--- src/rtl/delay_credit_fifo.sv ---
// delay_credit_fifo
// Receive-side buffer for a non-stallable fixed-latency pipeline. A credit
// counter gates issue so every item in flight owns a slot when it arrives.
// The head word is held in a register so o_valid/o_data are flop outputs.
module delay_credit_fifo #(
    parameter int WID   = 8,
    parameter int DEPTH = 8
) (
    input  logic                     clk,
    input  logic                     rst,
    input  logic                     ce,
    input  logic                     iss_v,
    output logic                     iss_rdy,
    input  logic                     arr_v,
    input  logic [WID-1:0]           arr_d,
    output logic                     o_valid,
    input  logic                     o_ready,
    output logic [WID-1:0]           o_data,
    output logic [$clog2(DEPTH):0]   count,
    output logic [$clog2(DEPTH):0]   credits,
    output logic                     ovf
);

    localparam int PW = $clog2(DEPTH);
    localparam int CW = PW + 1;
    localparam logic [CW-1:0] FULL = CW'(DEPTH);

    logic [WID-1:0] mem_q [DEPTH];

    logic [CW-1:0]  credits_q, credits_d;
    logic [CW-1:0]  count_q,   count_d;
    logic [PW-1:0]  wr_ptr_q,  wr_ptr_d;
    logic [PW-1:0]  rd_ptr_q,  rd_ptr_d;
    logic           o_valid_q, o_valid_d;
    logic [WID-1:0] o_data_q,  o_data_d;
    logic           ovf_q,     ovf_d;

    logic issue;
    logic pop;
    logic wr_en;
    logic drop;

    // Next-state: credit accounting, occupancy, pointers and the head word.
    always_comb begin
        issue = iss_v & ce & (credits_q != '0);
        pop   = o_valid_q & o_ready;
        // A same-cycle pop frees the slot, so a full FIFO can still accept.
        wr_en = arr_v & ((count_q != FULL) | pop);
        drop  = arr_v & ~wr_en;

        credits_d = credits_q;
        unique case ({issue, pop})
            2'b10:   credits_d = credits_q - CW'(1);
            2'b01:   credits_d = (credits_q == FULL) ? credits_q : credits_q + CW'(1);
            default: credits_d = credits_q;
        endcase

        count_d = count_q;
        unique case ({wr_en, pop})
            2'b10:   count_d = count_q + CW'(1);
            2'b01:   count_d = count_q - CW'(1);
            default: count_d = count_q;
        endcase

        wr_ptr_d = wr_en ? wr_ptr_q + PW'(1) : wr_ptr_q;
        rd_ptr_d = pop   ? rd_ptr_q + PW'(1) : rd_ptr_q;
        ovf_d    = ovf_q | drop;

        o_valid_d = (count_d != '0);
        // The next head is the word being written now whenever the read
        // pointer lands on the write slot (empty, or count 1 with pop).
        o_data_d = o_data_q;
        if (count_d != '0) begin
            if (wr_en && (rd_ptr_d == wr_ptr_q)) begin
                o_data_d = arr_d;
            end else begin
                o_data_d = mem_q[rd_ptr_d];
            end
        end
    end

    // Control and head registers; reset wins over any same-cycle activity.
    always_ff @(posedge clk) begin
        if (rst) begin
            credits_q <= FULL;
            count_q   <= '0;
            wr_ptr_q  <= '0;
            rd_ptr_q  <= '0;
            o_valid_q <= 1'b0;
            o_data_q  <= '0;
            ovf_q     <= 1'b0;
        end else begin
            credits_q <= credits_d;
            count_q   <= count_d;
            wr_ptr_q  <= wr_ptr_d;
            rd_ptr_q  <= rd_ptr_d;
            o_valid_q <= o_valid_d;
            o_data_q  <= o_data_d;
            ovf_q     <= ovf_d;
        end
    end

    // Storage array; contents need no reset since count qualifies them.
    always_ff @(posedge clk) begin
        if (wr_en && !rst) begin
            mem_q[wr_ptr_q] <= arr_d;
        end
    end

    assign iss_rdy = (credits_q != '0);
    assign o_valid = o_valid_q;
    assign o_data  = o_data_q;
    assign count   = count_q;
    assign credits = credits_q;
    assign ovf     = ovf_q;

endmodule

--- config.mk ---
export PLATFORM = sky130hd
export DESIGN_NAME = delay_credit_fifo
export DESIGN_NICKNAME = d
export VERILOG_FILES = /design/src/rtl/delay_credit_fifo.sv
export SDC_FILE = /design/constraint.sdc
export NUM_CORES = 1
export LEC_CHECK = 0
export BUFFER_PORTS_ARGS = -buffer_cell sky130_fd_sc_hd__buf_2
export CAP_MARGIN = 15
export CORE_UTILIZATION = 55
export CTS_CLUSTER_DIAMETER = 120
export DETAILED_ROUTE_END_ITERATION = 12
export PLACE_DENSITY = 0.71
export REMOVE_ABC_BUFFERS = 1
export SYNTH_ARGS = -nofsm -noshare
export SYNTH_HDL_FRONTEND = slang
export SYNTH_SLANG_ARGS = --single-unit
--- constraint.sdc ---
create_clock -name clk -period 3.37 [get_ports clk]
set_input_delay 0.1685 -clock clk [delete_from_list [all_inputs] [get_ports clk]]
set_output_delay 0.1685 -clock clk [all_outputs]
set_load 0.05 [all_outputs]
[After elaboration in Yosys (flattened, before gate mapping)]
Memories as Yosys holds them, arrays and structs flattened. A register that Yosys moved wholly into a read port is not among the register bits.
Cells that the tools add are included.
Word-level totals
  register bits: 16
  memory bits (writable): 64
  input bits: 14
  logic and storage cells: 40
  memories kept: 1
Cells by class
  add/subtract/negate cells: 6
  equality and inequality tests: 7
  mux-type cells: 6
  bitwise gates (word level): 8
  reduce and logical (&&, ||, !) cells: 6
Memory list
  mem_q: depth 8, width 8, rd ports 1, clocked after memory_dff 1, wr ports 1, line 28  | logic [WID-1:0] mem_q [DEPTH];
Operators with widths (count)
  $pmux W4 S2: 2
  $add A4 B1 Y4 const B: 2
  $reduce_bool A4 Y1: 2
  $sub A4 B1 Y4 const B: 2
  $add A3 B1 Y3 const B: 2
  $and A1 B1 Y1: 5
  $eq A2 B1 Y1 const B: 2
  $eq A2 B2 Y1 const B: 2
  $eq A4 B4 Y1 const B: 1
  $mux W4: 1
  $ne A4 B4 Y1 const B: 1
  $mux W3: 1
  $mux W1: 2
  $ne A2 B2 Y1 const B: 1
  $or A1 B1 Y1: 2
  $reduce_and A2 Y1: 1
  $reduce_bool A2 Y1: 1
  $logic_and A1 B1 Y1: 1
  $logic_not A1 Y1: 1
  $not A1 Y1: 1

[Depth between registers and ports, before layout]
Gate-level depths: netlist of run 1.
  word-level depth: 6
  gate-level depth with buffers: 12

[Least setup slack after synthesis of run 1]
OpenSTA, ideal clock, no wires.
  kind: reg2reg
  start point: register o_valid_q (netlist: o_valid)
  end point: register o_data_q[2] (netlist: o_data[2]), read port of mem_q
  setup time: 0.133 ns
  arrival: 3.063 ns
  required time: 3.237 ns
  setup slack: 0.174 ns
  stages on the path, launching flop included: 13
  buffers on the path: 1
  period minus slack after synthesis: 3.196 ns
  cells stage by stage: dfxtp_1 nand2_4 inv_1 clkbuf_1 ha_1 xor2_1 ha_1 a21oi_1 mux2i_1 xor2_1 nand4_1 nand2_1 o22ai_1
On the way
  cells in the longest elaborated chain, start to end: 6
  elaborated cells on any way between the ends: 8
  those cells by class: eq/ne (2); mux (2); bitwise (3); reduce/logical (1)
RTL lines
  start: declaration: line 34  | logic o_valid_q, o_valid_d;
  start signal: assignment: line 97  | o_valid_q <= o_valid_d;
  $and A1 B1 Y1 (*): line 46  | pop = o_valid_q & o_ready;
  $or A1 B1 Y1: line 48  | wr_en = arr_v & ((count_q != FULL) | pop);
  $and A1 B1 Y1: line 48
  $eq A2 B1 Y1 or $eq A2 B2 Y1 (tied branches): line 59  | unique case ({wr_en, pop})
  $pmux W4 S2: line 59
  $reduce_bool A4 Y1: line 73  | if (count_d != '0) begin
  end: declaration: line 35  | logic [WID-1:0] o_data_q, o_data_d;
Mark *: on every way between the ends. The rest lies on a longest branch, timed or not.
A chain may end at the register's enable or synchronous reset.

[Worst setup path in the final report of run 1]
  start point: register count_q[0] (netlist: count[0])
  end point: register o_data_q[5] (netlist: o_data[5]), read port of mem_q
On the way
  cells in the longest elaborated chain, start to end: 6
  elaborated cells on any way between the ends: 9
  those cells by class: add/sub (2); eq/ne (3); mux (1); bitwise (2); reduce/logical (1)
RTL lines
  start: declaration: line 31  | logic [CW-1:0] count_q, count_d;
  start signal: assignment: line 94  | count_q <= count_d;
  $ne A4 B4 Y1: line 48
  $or A1 B1 Y1: line 48
  $and A1 B1 Y1: line 48
  $eq A2 B1 Y1 or $eq A2 B2 Y1 (tied branches): line 59
  $pmux W4 S2 (*): line 59
  $reduce_bool A4 Y1 (*): line 73
Marks and branches as above.

==> impl_results.md, run 1 <==
- CTS tree: built
- Seq. cell area: 0.00240 mm²
- FP Rows: 32
- Mux cell area share after synthesis: 0.160
- Avg WL per Cell: 20.0 µm
- Final number of hold-violating endpoints: 0
- Reg2reg path depth: 12
- Fin worst setup slack: 251 ps
- Sequential Power Share: 0.384
- DRC viols: 0
- WS Path Type: flip-flop to flip-flop
- Maximum VDD drop: 0.000413 V
- Hold EP: mem_q[2][5]
- Total CTS buffers: 9
- Synth area leaders: edfxtp_1 (43%), dfxtp_1 (11%), mux4_2 (8.1%), mux2i_1 (7.9%), o22ai_1 (3.0%)
- H-tree Lvls: 3
- ANT cells: 0
- Hold Crit Start: arr_d[5]
- Starting DRT DRC Count: 224
- RSZ-0062 raised after global routing: false
- Global-route usage over all layers: 0.247
- Post-CTS setup buffers: 0
- Main combinational cell family by area after synthesis: multiplexers
- Slew margin rel.: 0.375
- Post-synthesis cell type count: 48
- Maxcap violations: 0
- First-pass iteration count of the detailed router: 6
- Reg2reg start: count[0]
- Synth Register Bits: 88
- Global-route wire length before repair: 15.5 mm
- Pint: 0.00220 W
- Initial core utilization: 0.570
- Die Span Y: 91.7 µm
- CTS Hold Buffers Added: 0
- Min Clock Period, post-route: 3120 ps
- Worst setup EP type: flip-flop
- Area growth from synthesis to layout: 11.3%
- Comb pwr share: 0.398
- Post-Syn Area per Cell: 12.7 µm²
- Finish-stage setup viols: 0
- Fmax: 0.321 GHz
- Largest net degree at the start of global routing: 30
- Startpoint types: flip-flop
- Psw: 0.00137 W
- Crit Path Max Fanout: 10
- End of the worst register-to-register path: o_data[5]
- Power Dens Cells: 725 mW/mm²
- Post-synth EDFFs: 64
- Max-slew violations: 0
- Fill cell count: 621
- Seq/Total Area, Yosys: 0.543
- Clock share of power: 0.218
- XOR/XNOR Fraction of Synth Area: 0.0254
- Area of the multi-input gates: 0.00190 mm²
- Clock Latency Late Sink: 350 ps
- Pwr Total: 0.00357 W
- Routed vias/inst: 6.19
- WHS: 92.7 ps
- Worst clock skew: 7.37 ps
- Fin nets: 404
- Status: completed
- Most frequent cells in the layout: edfxtp_1 (64), mux2i_1 (35), buf_2 (32)
- Synth Instances: 349
- CTS Sinks: 88
- Die area: 0.00841 mm²
- Compound-Gate Fraction of Synth Area: 0.122
- # port buffers: 32
- Initial antenna violation count: 0
- Main flop type after synthesis: edfxtp_1
- Critical path launch point: count[0]
- Final wirelength: 9.77 mm
- Post-Synth Simple-Gate Area: 0.0955
- Switching Fraction: 0.384
- Post-Syn Area: 0.00443 mm²
- Die W: 91.7 µm
- Yosys Warn Count: 0
- Core box area: 0.00777 mm²
- Fin crit share: 0.926
- Fin util: 0.634
- Adder-cell area share of the yosys netlist: 0.0243
- Vias: 3,026
- Setup WS pre-CTS: 236 ps
- Post-synth ARST share: 0
- Worst hold path depth: 1
- Root buffer cell: clkbuf_8
- Most common cell after layout, fill and taps aside: edfxtp_1
- CP arrival: 3340 ps
- Clock-pin slew on the worst setup and hold paths: 90 ps
- GRT overflow: 0
- Vias in the first global route: 2,934
- Share of layout cells above drive strength 1: 0.217
- I/O pin cnt: 33
- Hold crit path type: input pin to flip-flop
- Post_cts resized: 0
- Post-synth top area share: 0.434
- Worst Max-Slew Pin Slew: 935 ps
- Leak: 1.80 nW
- Post-route ant nets: 0
- Synth area leader: edfxtp_1
- Clock Tree Buf Depth: 2
- R2R setup slack: 250 ps
- Post-DP HPWL: 6.49 mm
- Worst EP required: 3590 ps
- RePlAce Congestion: 0.820
-- power by group through the flow --
stage | Clock (W) | Combinational [W] | Sequential (W)
final | 0.000779 | 0.00142 | 0.00137
after global routing | 0.000832 | 0.00153 | 0.00139
after CTS | 0.000790 | 0.00142 | 0.00137
after detailed placement | 0 | 0.00141 | 0.00139
after global placement | 0 | 0.00139 | 0.00139
after floorplan | 0 | 0.000751 | 0.00170
-- stage by stage --
step / setup TNS, ps / area (µm²) / cells
floorplan: -2020 / 4320 / 325
global placement: 0 / 4710 / 473
detailed placement: 0 / 4710 / 473
CTS: 0 / 4920 / 489
global route: 0 / 4930 / 489
finish: 0 / 4930 / 489
-- worst max-delay path by stage --
| stage | endpoint | slack (ps) | depth (start not counted) |
|---|---|---|---|
| global placement | o_data[7] | 350 | 12 |
| detailed placement | o_data[5] | 240 | 12 |
| CTS | o_data[5] | 200 | 12 |
| floorplan | o_data[0] | -260 | 7 |
| global route | o_data[5] | 3 | 12 |
| finish | o_data[5] | 250 | 12 |
-- final cells by class --
cell class / instances / share of cell area
flip-flops and latches: 88 / 0.488
multi-input cells: 231 / 0.385
repair buffers: 46 / 0.0538
clock buffers: 10 / 0.0259
well taps: 102 / 0.0259
clock inverters: 6 / 0.0170
inverters: 6 / 0.00457
-- cell usage after synthesis (2+ instances only) --
library cell / count
nand3_1: 6
edfxtp_1: 64
a31oi_1: 9
inv_1: 6
o22ai_1: 21
and2_1: 3
a221oi_1: 7
nand2_1: 19
buf_1: 3
nor3_1: 7
or3_1: 5
nand4_1: 3
nand2b_1: 4
nor2_1: 22
clkbuf_1: 6
a21bo_1: 2
xnor2_1: 2
o21bai_1: 7
a21o_1: 2
mux4_2: 16
dfxtp_1: 24
a21oi_1: 16
ha_1: 7
buf_2: 15
xor2_1: 9
mux2i_1: 35
o21ai_0: 8
-- state kept, by name (all words and copies together) (netlist names) --
signal    flops
mem_q        64
o_data        8
count         4
credits       4
rd_ptr_q      3
wr_ptr_q      3
o_valid       1
ovf           1
-- routing by layer --
layer | wire (µm) | share of wire | GRT usage | up-vias
met3 | 526 | 0.054 | 0.0299 | 14
met2 | 4760 | 0.49 | 0.387 | 100
met4 | 163 | 0.017 | 0.0964 | 0
li1 | - | - | - | 1417
met1 | 4320 | 0.44 | 0.353 | 1495
met5 | 0 | 0 | 0 | -
-- cell families (layout without fill, tap and decap cells) --
group	Yosys count	count (layout)
AOI/OAI and AO/OA	81	81
xor gates and xnor gates	12	12
adders and majority gates	8	8
buffers and inverters	30	68
DFF	88	88
muxes	51	51
and+or+nand+nor	79	79
-- worst max-delay path, stage by stage, from the launching register on --
cell,delay (ps)
dfxtp_1,390
nor2_1,250
nand4b_4,170
nand2_2,190
ha_1,300
xor2_1,100
ha_1,190
a21oi_1,160
mux2i_1,230
xor2_1,200
nand4_1,380
nand2_2,310
o22ai_1,120
No activity file was read; power rests on OpenSTA's default activity.
==> run 2: changes to the inputs <==
Settings changed: CORE_ASPECT_RATIO set to 1.4, PLACE_DENSITY 0.71 to 0.8, SETUP_SLACK_MARGIN set to 0.4.
==> run 2 against run 1 <==
Effect of this change:
- power down 0.68%
- die area about the same
- sequential power about the same
- clock skew up 1.2 ps
- final area down 0.69%
- sequential share of layout area up 0.36 points
- first-iteration DRC count up 45%
- worst hold slack better by 3.1 ps
- non-clock buffer count down 4
- critical path type unchanged
- fmax up 12%
- clock-buffer cell count up 1
- sequential cell count unchanged
==> impl_results.md, run 2 (synthesis results as in run 1) <==
- Status: completed
- ANT cells: 0
- Finish-stage setup viols: 0
- Post-DP HPWL: 6.39 mm
- Worst EP required: 3690 ps
- CTS tree: built
- Die area: 0.00842 mm²
- Starting DRT DRC Count: 324
- Fin nets: 400
- Core box area: 0.00780 mm²
- Global-route wire length before repair: 14.3 mm
- Worst Max-Slew Pin Slew: 880 ps
- Crit Path Max Fanout: 7
- Maxcap violations: 0
- Met1 Use GR: 0.291
- Setup WS pre-CTS: 212 ps
- Fin crit share: 0.830
- Root buffer cell: clkbuf_8
- Clock Latency Late Sink: 370 ps
- Slowest-stage cell, CP: dfxtp_1
- Post-route ant nets: 0
- Min Clock Period, post-route: 2800 ps
- Slew margin rel.: 0.411
- CP most frequent cell: xor2_1
- Die W: 77.8 µm
- Top delay family on crit path: simple AND/OR/NAND/NOR gates
- Most common cell after layout, fill and taps aside: edfxtp_1
- Final wirelength: 9.15 mm
- Max-slew violations: 0
- Initial core utilization: 0.568
- Cell Chain, Critical Path: nor2_4 > nand4b_4 > nand2_2 > ha_2 > xor2_1 > ha_1 > a21oi_1 > mux2i_1 > xor2_1 > nand4_1 > a21bo_1 > o221a_1
- Met2 global-route usage: 0.370
- First-pass iteration count of the detailed router: 5
- Worst clock skew: 8.59 ps
- Area growth from synthesis to layout: 10.5%
- Vias in the first global route: 2,821
- M3 GR Usage: 0.0464
- Global-route usage over all layers: 0.230
- Most used routing layer: met2
- Buf/Inv on CP: 0
- Maximum VDD drop: 0.000498 V
- Leak: 1.78 nW
- Final non-filler cell total: 483
- RSZ-0062 raised after global routing: false
- Clock Tree Buf Depth: 2
- Max incr delay on CP: 410 ps
- CTS Sinks: 88
- I/O pin cnt: 33
- Die Span Y: 108 µm
- Avg WL per Cell: 18.9 µm
- FP Rows: 38
- Max reg flops: 64
- Initial antenna violation count: 0
- Worst setup EP type: flip-flop
- CP arrival: 3110 ps
- Fin worst setup slack: 574 ps
- DRC viols: 0
- Largest net degree at the start of global routing: 49
- Power Dens Cells: 725 mW/mm²
- Total CTS buffers: 9
- RePlAce Congestion: 0.825
- Vias: 2,996
- WS Path Type: flip-flop to flip-flop
- Fmax: 0.358 GHz
- H-tree Lvls: 3
- Final number of hold-violating endpoints: 0
- Hold crit path type: input pin to flip-flop
- Pwr Total: 0.00355 W
- Clock-pin slew on the worst setup and hold paths: 90 ps
- Startpoint types: flip-flop
- # port buffers: 32
- Fin util: 0.628
- Share of layout cells above drive strength 1: 0.222
- Most flops, register: mem_q
- Routed vias/inst: 6.20
- Most frequent cells in the layout: edfxtp_1 (64), mux2i_1 (35), buf_2 (32)
- GRT overflow: 0
- Placed instance count: 466
run 2: cell types whose count changed in the layout (fill, tap and decap cells not counted), sizes merged:
| cell | change |
|---|---|
| buf | -4 |
| bufinv | -1 |
| clkbuf | +1 |
| clkinv | +1 |
| clkinvlp | -1 |
run 2: what timing repair did:
action / in CTS / in global routing
cloned: 0 / 0
gates resized for setup: 1 / 5
setup endpoints to repair: 9 / 10
hold buffers: 0 / 0
pin swaps: 1 / 1
setup buffers: 1 / 0
hold endpoints to repair: 0 / 0
run 2: report_power, final:
part	switching, W	internal, W
sequential	0.000122	0.00127
clock	0.000365	0.000363
combinational	0.000897	0.000531
run 2: layout make-up:
class                   count  area [µm²]
fillers                   616        2900
flip-flops and latches     88        2400
multi-input cells         231        1910
repair buffers             42         235
clock buffers              11         141
well taps                 100         125
clock inverters             5        57.6
inverters                   6        22.5
run 2: worst register-to-register path, stage by stage, from the launching register on:
cell and delay (ps):
dfxtp_1 410, nor2_4 180, nand4b_4 140, nand2_2 180, ha_2 270, xor2_1 90
ha_1 190, a21oi_1 140, mux2i_1 230, xor2_1 250, nand4_1 250, a21bo_1 250
o221a_1 160
run 2: path summary, 6_finish.rpt:
kind            start     endpoint  slack, ps  depth (start not counted)
max          count[1]    o_data[1]        570                         12
min          arr_d[3]  mem_q[5][3]        100                          1
max reg2reg  count[1]    o_data[1]        570                         12
min reg2reg       ovf          ovf        470                          2
run 2: layer usage:
layer | wire length, µm | share of wire | vias up
li1 | - | - | 1416
met1 | 3770 | 0.41 | 1457
met2 | 4630 | 0.51 | 101
met3 | 483 | 0.053 | 22
met4 | 266 | 0.029 | 0
met5 | 0 | 0 | -
run 2: metrics by stage:
| step | setup TNS, ps | hold slack [ps] | area, µm² |
|---|---|---|---|
| 6_report | 0 | 95.8 | 4890 |
| 5_1_grt | 0 | 94.3 | 4890 |
| 4_1_cts | 0 | 83.4 | 4880 |
| 3_5_place_dp | 0 | 458 | 4670 |
| 3_3_place_gp | 0 | 446 | 4670 |
| 2_1_floorplan | -2020 | 238 | 4320 |
